### config.mk
export PLATFORM = sky130hd
export DESIGN_NAME = branch_predict_ctrl
export DESIGN_NICKNAME = d
export VERILOG_FILES = /design/src/rtl/branch_predict_ctrl.sv
export SDC_FILE = /design/constraint.sdc
export NUM_CORES = 1
export LEC_CHECK = 0
export BUFFER_PORTS_ARGS = -buffer_cell sky130_fd_sc_hd__buf_4
export CAP_MARGIN = 40
export CORE_UTILIZATION = 30
export CTS_BUF_LIST = sky130_fd_sc_hd__clkbuf_8
export CTS_CLUSTER_SIZE = 24
export DETAILED_ROUTE_END_ITERATION = 7
export GPL_TIMING_DRIVEN = 0
export HOLD_SLACK_MARGIN = 0.06
export SLEW_MARGIN = 20
export SYNTH_ARGS = -nofsm -noshare
export SYNTH_HDL_FRONTEND = slang
export SYNTH_SLANG_ARGS = --single-unit
export TNS_END_PERCENT = 30
### constraint.sdc
create_clock -name clk -period 6.15 [get_ports clk]
set_input_delay 0.615 -clock clk [delete_from_list [all_inputs] [get_ports clk]]
set_output_delay 0.615 -clock clk [all_outputs]
set_load 0.05 [all_outputs]
### src/rtl/branch_predict_ctrl.sv
// Branch predictor (2-bit saturating counter table) with misprediction recovery
// and branch/mispredict statistics around the EX-stage comparator.
package control_types_pkg;
    typedef enum logic [2:0] {
        BR_NOP,
        BR_EQ,
        BR_NE,
        BR_LT,
        BR_GE,
        BR_LTU,
        BR_GEU
    } comp_op_t;
endpackage

module branch_predict_ctrl
    import control_types_pkg::*;
#(
    parameter int unsigned BHT_ENTRIES = 64,
    parameter logic [1:0]  CTR_INIT    = 2'b01
) (
    input  logic        clk,
    input  logic        rst,
    input  logic [31:0] if_pc,
    output logic        if_pred_taken,
    input  logic        ex_valid,
    input  comp_op_t    ex_comp_op,
    input  logic [31:0] ex_pc,
    input  logic [31:0] ex_target,
    input  logic        ex_pred_taken,
    input  logic        br_result,
    input  logic        stall,
    output logic        redirect_valid,
    output logic [31:0] redirect_pc,
    output logic        flush,
    output logic [31:0] branch_count,
    output logic [31:0] mispred_count
);

    localparam int unsigned IDX_W = $clog2(BHT_ENTRIES);

    typedef enum logic {
        ST_RUN,
        ST_REDIRECT
    } state_t;

    state_t            r_state;
    state_t            w_state_nxt;
    logic [1:0]        r_bht [BHT_ENTRIES];
    logic              r_redirect_valid;
    logic              r_flush;
    logic [31:0]       r_redirect_pc;
    logic [31:0]       r_branch_count;
    logic [31:0]       r_mispred_count;

    logic [IDX_W-1:0]  w_if_idx;
    logic [IDX_W-1:0]  w_ex_idx;
    logic [1:0]        w_ctr_cur;
    logic [1:0]        w_ctr_nxt;
    logic              w_resolve;
    logic              w_mispred;
    logic              w_unused;

    assign w_if_idx = if_pc[IDX_W+1:2];
    assign w_ex_idx = ex_pc[IDX_W+1:2];
    assign w_unused = ^{if_pc[31:IDX_W+2], if_pc[1:0]};

    // Read-before-write: an update in this cycle shows up only after the edge.
    assign if_pred_taken = r_bht[w_if_idx][1];

    // Wrong-path instructions during REDIRECT never resolve.
    assign w_resolve = (r_state == ST_RUN) && ex_valid && !stall && (ex_comp_op != BR_NOP);
    assign w_mispred = w_resolve && (br_result != ex_pred_taken);

    assign w_ctr_cur = r_bht[w_ex_idx];

    always_comb begin
        w_ctr_nxt = w_ctr_cur;
        if (br_result) begin
            if (w_ctr_cur != 2'b11) w_ctr_nxt = w_ctr_cur + 2'b01;
        end else begin
            if (w_ctr_cur != 2'b00) w_ctr_nxt = w_ctr_cur - 2'b01;
        end
    end

    always_comb begin
        w_state_nxt = r_state;
        case (r_state)
            ST_RUN:      if (w_mispred) w_state_nxt = ST_REDIRECT;
            ST_REDIRECT: w_state_nxt = ST_RUN;
            default:     w_state_nxt = ST_RUN;
        endcase
    end

    always_ff @(posedge clk) begin
        if (rst) begin
            r_state <= ST_RUN;
        end else begin
            r_state <= w_state_nxt;
        end
    end

    always_ff @(posedge clk) begin
        if (rst) begin
            for (int unsigned i = 0; i < BHT_ENTRIES; i++) begin
                r_bht[i] <= CTR_INIT;
            end
        end else if (w_resolve) begin
            r_bht[w_ex_idx] <= w_ctr_nxt;
        end
    end

    always_ff @(posedge clk) begin
        if (rst) begin
            r_redirect_valid <= 1'b0;
            r_flush          <= 1'b0;
            r_redirect_pc    <= '0;
            r_branch_count   <= '0;
            r_mispred_count  <= '0;
        end else begin
            r_redirect_valid <= w_mispred;
            r_flush          <= w_mispred;
            if (w_mispred) begin
                r_redirect_pc <= br_result ? ex_target : (ex_pc + 32'd4);
            end
            if (w_resolve && (r_branch_count != '1)) begin
                r_branch_count <= r_branch_count + 32'd1;
            end
            if (w_mispred && (r_mispred_count != '1)) begin
                r_mispred_count <= r_mispred_count + 32'd1;
            end
        end
    end

    assign redirect_valid = r_redirect_valid;
    assign flush          = r_flush;
    assign redirect_pc    = r_redirect_pc;
    assign branch_count   = r_branch_count;
    assign mispred_count  = r_mispred_count;

endmodule
==> results by group <==
Power and ir drop
  • Leakage power: 5.33 nW
  • PwrDens: 231 nW/um^2
  • Worst VDD drop: 0.144 mV

Synthesis
  • Ys async rst share: 0
  • Seq/Total Area, Yosys: 0.460
  • Number of flops mapped to enable cells by yosys: 128
  • Synth Area in Simple Gates: 0.275
  • Adder-cell share of the synthesized area: 0.00476
  • Synthesized Nets: 1370
  • XOR/XNOR share of the synthesized area: 0.0555
  • Ys Warns: 0
  • Top_reg_cell synth: edfxtp_1
  • Synth Area in Compound Gates: 0.0786
  • Post-synthesis mux area share: 0.0752
  • Cell Area, Synth: 12600 sq um
  • Synth top area share: 0.304
  • Top post-synthesis cells by area: edfxtp_1 (30%), dfxtp_1 (16%), nor2_4 (5.4%)
  • Post-synth top area cell: edfxtp_1
  • Synth Area per Inst: 10.0 sq um
  • Main combinational cell family by area after synthesis: simple AND/OR/NAND/NOR gates
  • Syn Inst Count: 1262
  • #FFs+latches synth: 226
  • Distinct cell type count after synthesis: 65

Floorplan
  • Num rows: 74
  • Die Footprint: 42900 sq um
  • Starting density of the core: 0.306
  • Die Wd: 207 um
  • Core Area: 41200 sq um
  • Die H: 207 um
  • Boundary Pins: 204

Clocking
  • Resize count post-CTS: 0
  • Clock Pin Slew Worst Setup and Hold Paths: 60 ps
  • H-tree Lvls: 2
  • Total CTS buffers: 40
  • Worst skew pair latency: 580 ps
  • CTS tree: done
  • Hold_buf cts: 0
  • Clock Sinks: 226
  • Number of post-CTS setup repair buffers: 0
  • Clock Path Buffers: 3
  • CTS root buffer: clkbuf_8

STA
  • Fmax: 244 MHz
  • Tcrit/Tclk final: 0.665
  • Post-layout min period: 4090 ps
  • Endpoints failing hold: 0
  • RSZ-0062 raised after global routing: no
  • Final worst clock skew: 37.7 ps
  • Max Slew Vio Count: 0
  • Fin Setup TNS: 0 ps
  • Worst-margin pin slew: 912 ps
  • Slew margin rel.: 0.392
  • Setup Viol. Count Final: 0

Critical path
  • Worst r2r src: r_state
  • Startpoint Class: input pin
  • Worst path required time: 5530 ps
  • CP most frequent cell: mux4_2
  • CP max stage delay: 750 ps
  • CP cell instances: buf_1, clkbuf_1, mux4_2, mux4_2, mux4_2, buf_4
  • WP data arrival: 3480 ps
  • Slowest-stage cell, CP: clkbuf_1
  • Critical path peak fanout: 10
  • Worst setup path start: if_pc[3]
  • Setup crit end kind: output pin
  • CP Class: input pin to output pin

Cells and area
  • Fill cell count: 4139
  • Share of layout cells above drive strength 1: 0.254
  • Area growth syn-to-layout: 22.3%
  • Final #Nets: 1595
  • Layout Cells excl Fill: 2045
  • Antenna Diode Count: 0

Drt
  • Residual DRC count: 0
  • Via count: 10745
  • Router iterations before antenna repair: 7
  • DRT iter0 DRCs: 1004
  • Vias per cell: 5.25
  • Post-Route WL: 42500 um
  • Drt wl/cell: 20.8 um
  • Final ANT Viol Nets: 0

GRT
  • Grt ovf: 0
  • Vias in the first global route: 10523
  • Total Routing Usage GR: 0.193
  • First-pass GRT wire length: 63500 um
  • Initial antenna violation count: 2
  • Largest net degree at the start of global routing: 11

Placed design
  • Buffers on Ports: 174
  • Dpl cells: 1974
  • HPWL after DPL: 30800 um
  • Gpl congestion: 0.915

Hold path
  • Worst hold start: ex_target[28]
  • Hold WC Path Type: input pin to flip-flop

Outcome
  • Outcome: finished, final reports clean

Job
  • Total of max-cap violations: 0
-- final cells by class --
| type | count | area [sq um] | share of cell area |
|---|---|---|---|
| buffer | 92 | 569 | 0.0369 |
| clock buffer | 48 | 661 | 0.0428 |
| clock inverter | 20 | 85.1 | 0.00551 |
| inverter | 20 | 75.1 | 0.00486 |
| multi-input combinational | 924 | 6190 | 0.401 |
| sequential | 226 | 5810 | 0.376 |
| tap | 532 | 666 | 0.0431 |
| timing repair buffer | 183 | 1390 | 0.0900 |
-- final timing paths --
path / to / slack, ps / cells past startpoint
worst max-delay path: if_pred_taken / 2060 / 6
worst min register to register: redirect_pc[18] / 450 / 2
worst min-delay path: redirect_pc[28] / 340 / 3
worst max register to register: r_bht[47][0] / 2930 / 8
-- state kept, by name (all words and copies together), names as in the netlist --
name	count
branch_count	32
r_state	1
r_bht	128
flush	1
mispred_count	32
redirect_pc	32
-- power breakdown --
part           total [mW]  internal (mW)  switching, mW
Clock                1.37          0.702          0.665
Combinational       0.558          0.196          0.362
Sequential           1.64           1.62         0.0200
-- synth_stat cells (6+ instances only) --
master,number
nor2_1,101
buf_6,12
a31oi_1,8
o32ai_1,6
nand3_1,102
o22ai_1,11
a211oi_1,6
nand2b_1,78
o21ai_0,26
xnor2_1,32
clkbuf_1,54
nor2_4,60
inv_1,20
nor3_1,27
xor2_1,48
or3_1,11
and3_1,15
nand4_1,24
buf_12,6
mux2i_1,33
or2_2,6
o211ai_1,13
nand2_1,160
buf_2,14
a21oi_1,36
edfxtp_1,128
mux2_2,9
and4_1,13
dfxtp_1,98
and2_1,6
mux4_2,23
a221oi_1,10
-- critical path: cells and delay by family --
| kind | cells | cell delay (ps) |
|---|---|---|
| multiplexers | 3 | 1480 |
| buffers and inverters | 3 | 1390 |
-- layout by cell type (no fill, tap or decap), types with 8 or more instances in the layout --
master and instances:
a21oi_1 36, nand4_1 24, mux2_2 9, a31oi_1 8, and3_1 15, dfxtp_1 98
buf_4 182, buf_6 17, mux4_2 23, o211ai_1 13, mux2i_1 33, o21ai_0 26
nand2b_1 78, nor3_1 25, nand2_1 160, o22ai_1 11, nor2_4 60, a221oi_1 10
buf_2 14, clkbuf_1 54, or3_1 11, and4_1 13, xnor2_1 32, nor2_1 101
xor2_1 48, nand3_1 102, edfxtp_1 128, inv_1 33, clkbuf_8 48
-- kinds of logic (layout without fill, tap and decap cells) --
| kind of cell | count (synthesis) | count (layout) |
|---|---|---|
| XOR/XNOR | 80 | 80 |
| buffers and inverters | 112 | 363 |
| flip-flops | 226 | 226 |
| multiplexers | 65 | 65 |
| adder cells (fa/ha/maj) | 5 | 5 |
| AND/OR/NAND/NOR | 625 | 625 |
| AO/OA/AOI/OAI | 149 | 149 |
-- per-stage QoR --
step / setup slack, ps / utilization / hold slack, ps / power (mW) / cell area, sq um
after floorplan: 2790 / - / 671 / 2.02 / 12600
after global placement: 2100 / 0.354 / 440 / 2.22 / 14600
after global routing: 2120 / 0.375 / 335 / 3.68 / 15400
after CTS: 2180 / 0.374 / 300 / 3.58 / 15400
final: 2060 / 0.375 / 338 / 3.57 / 15400
after detailed placement: 2200 / 0.356 / 447 / 2.23 / 14700
-- per-layer routing --
metal  GRT usage  vias to the layer above  wire length, um
met5           0                        -                0
met4      0.0651                        0             1140
met3      0.0509                       87             4260
met2       0.313                      507            19600
met1       0.249                     5206            17500
li1            -                     4945                -
Note: power is estimated with default switching activity, not from simulation.
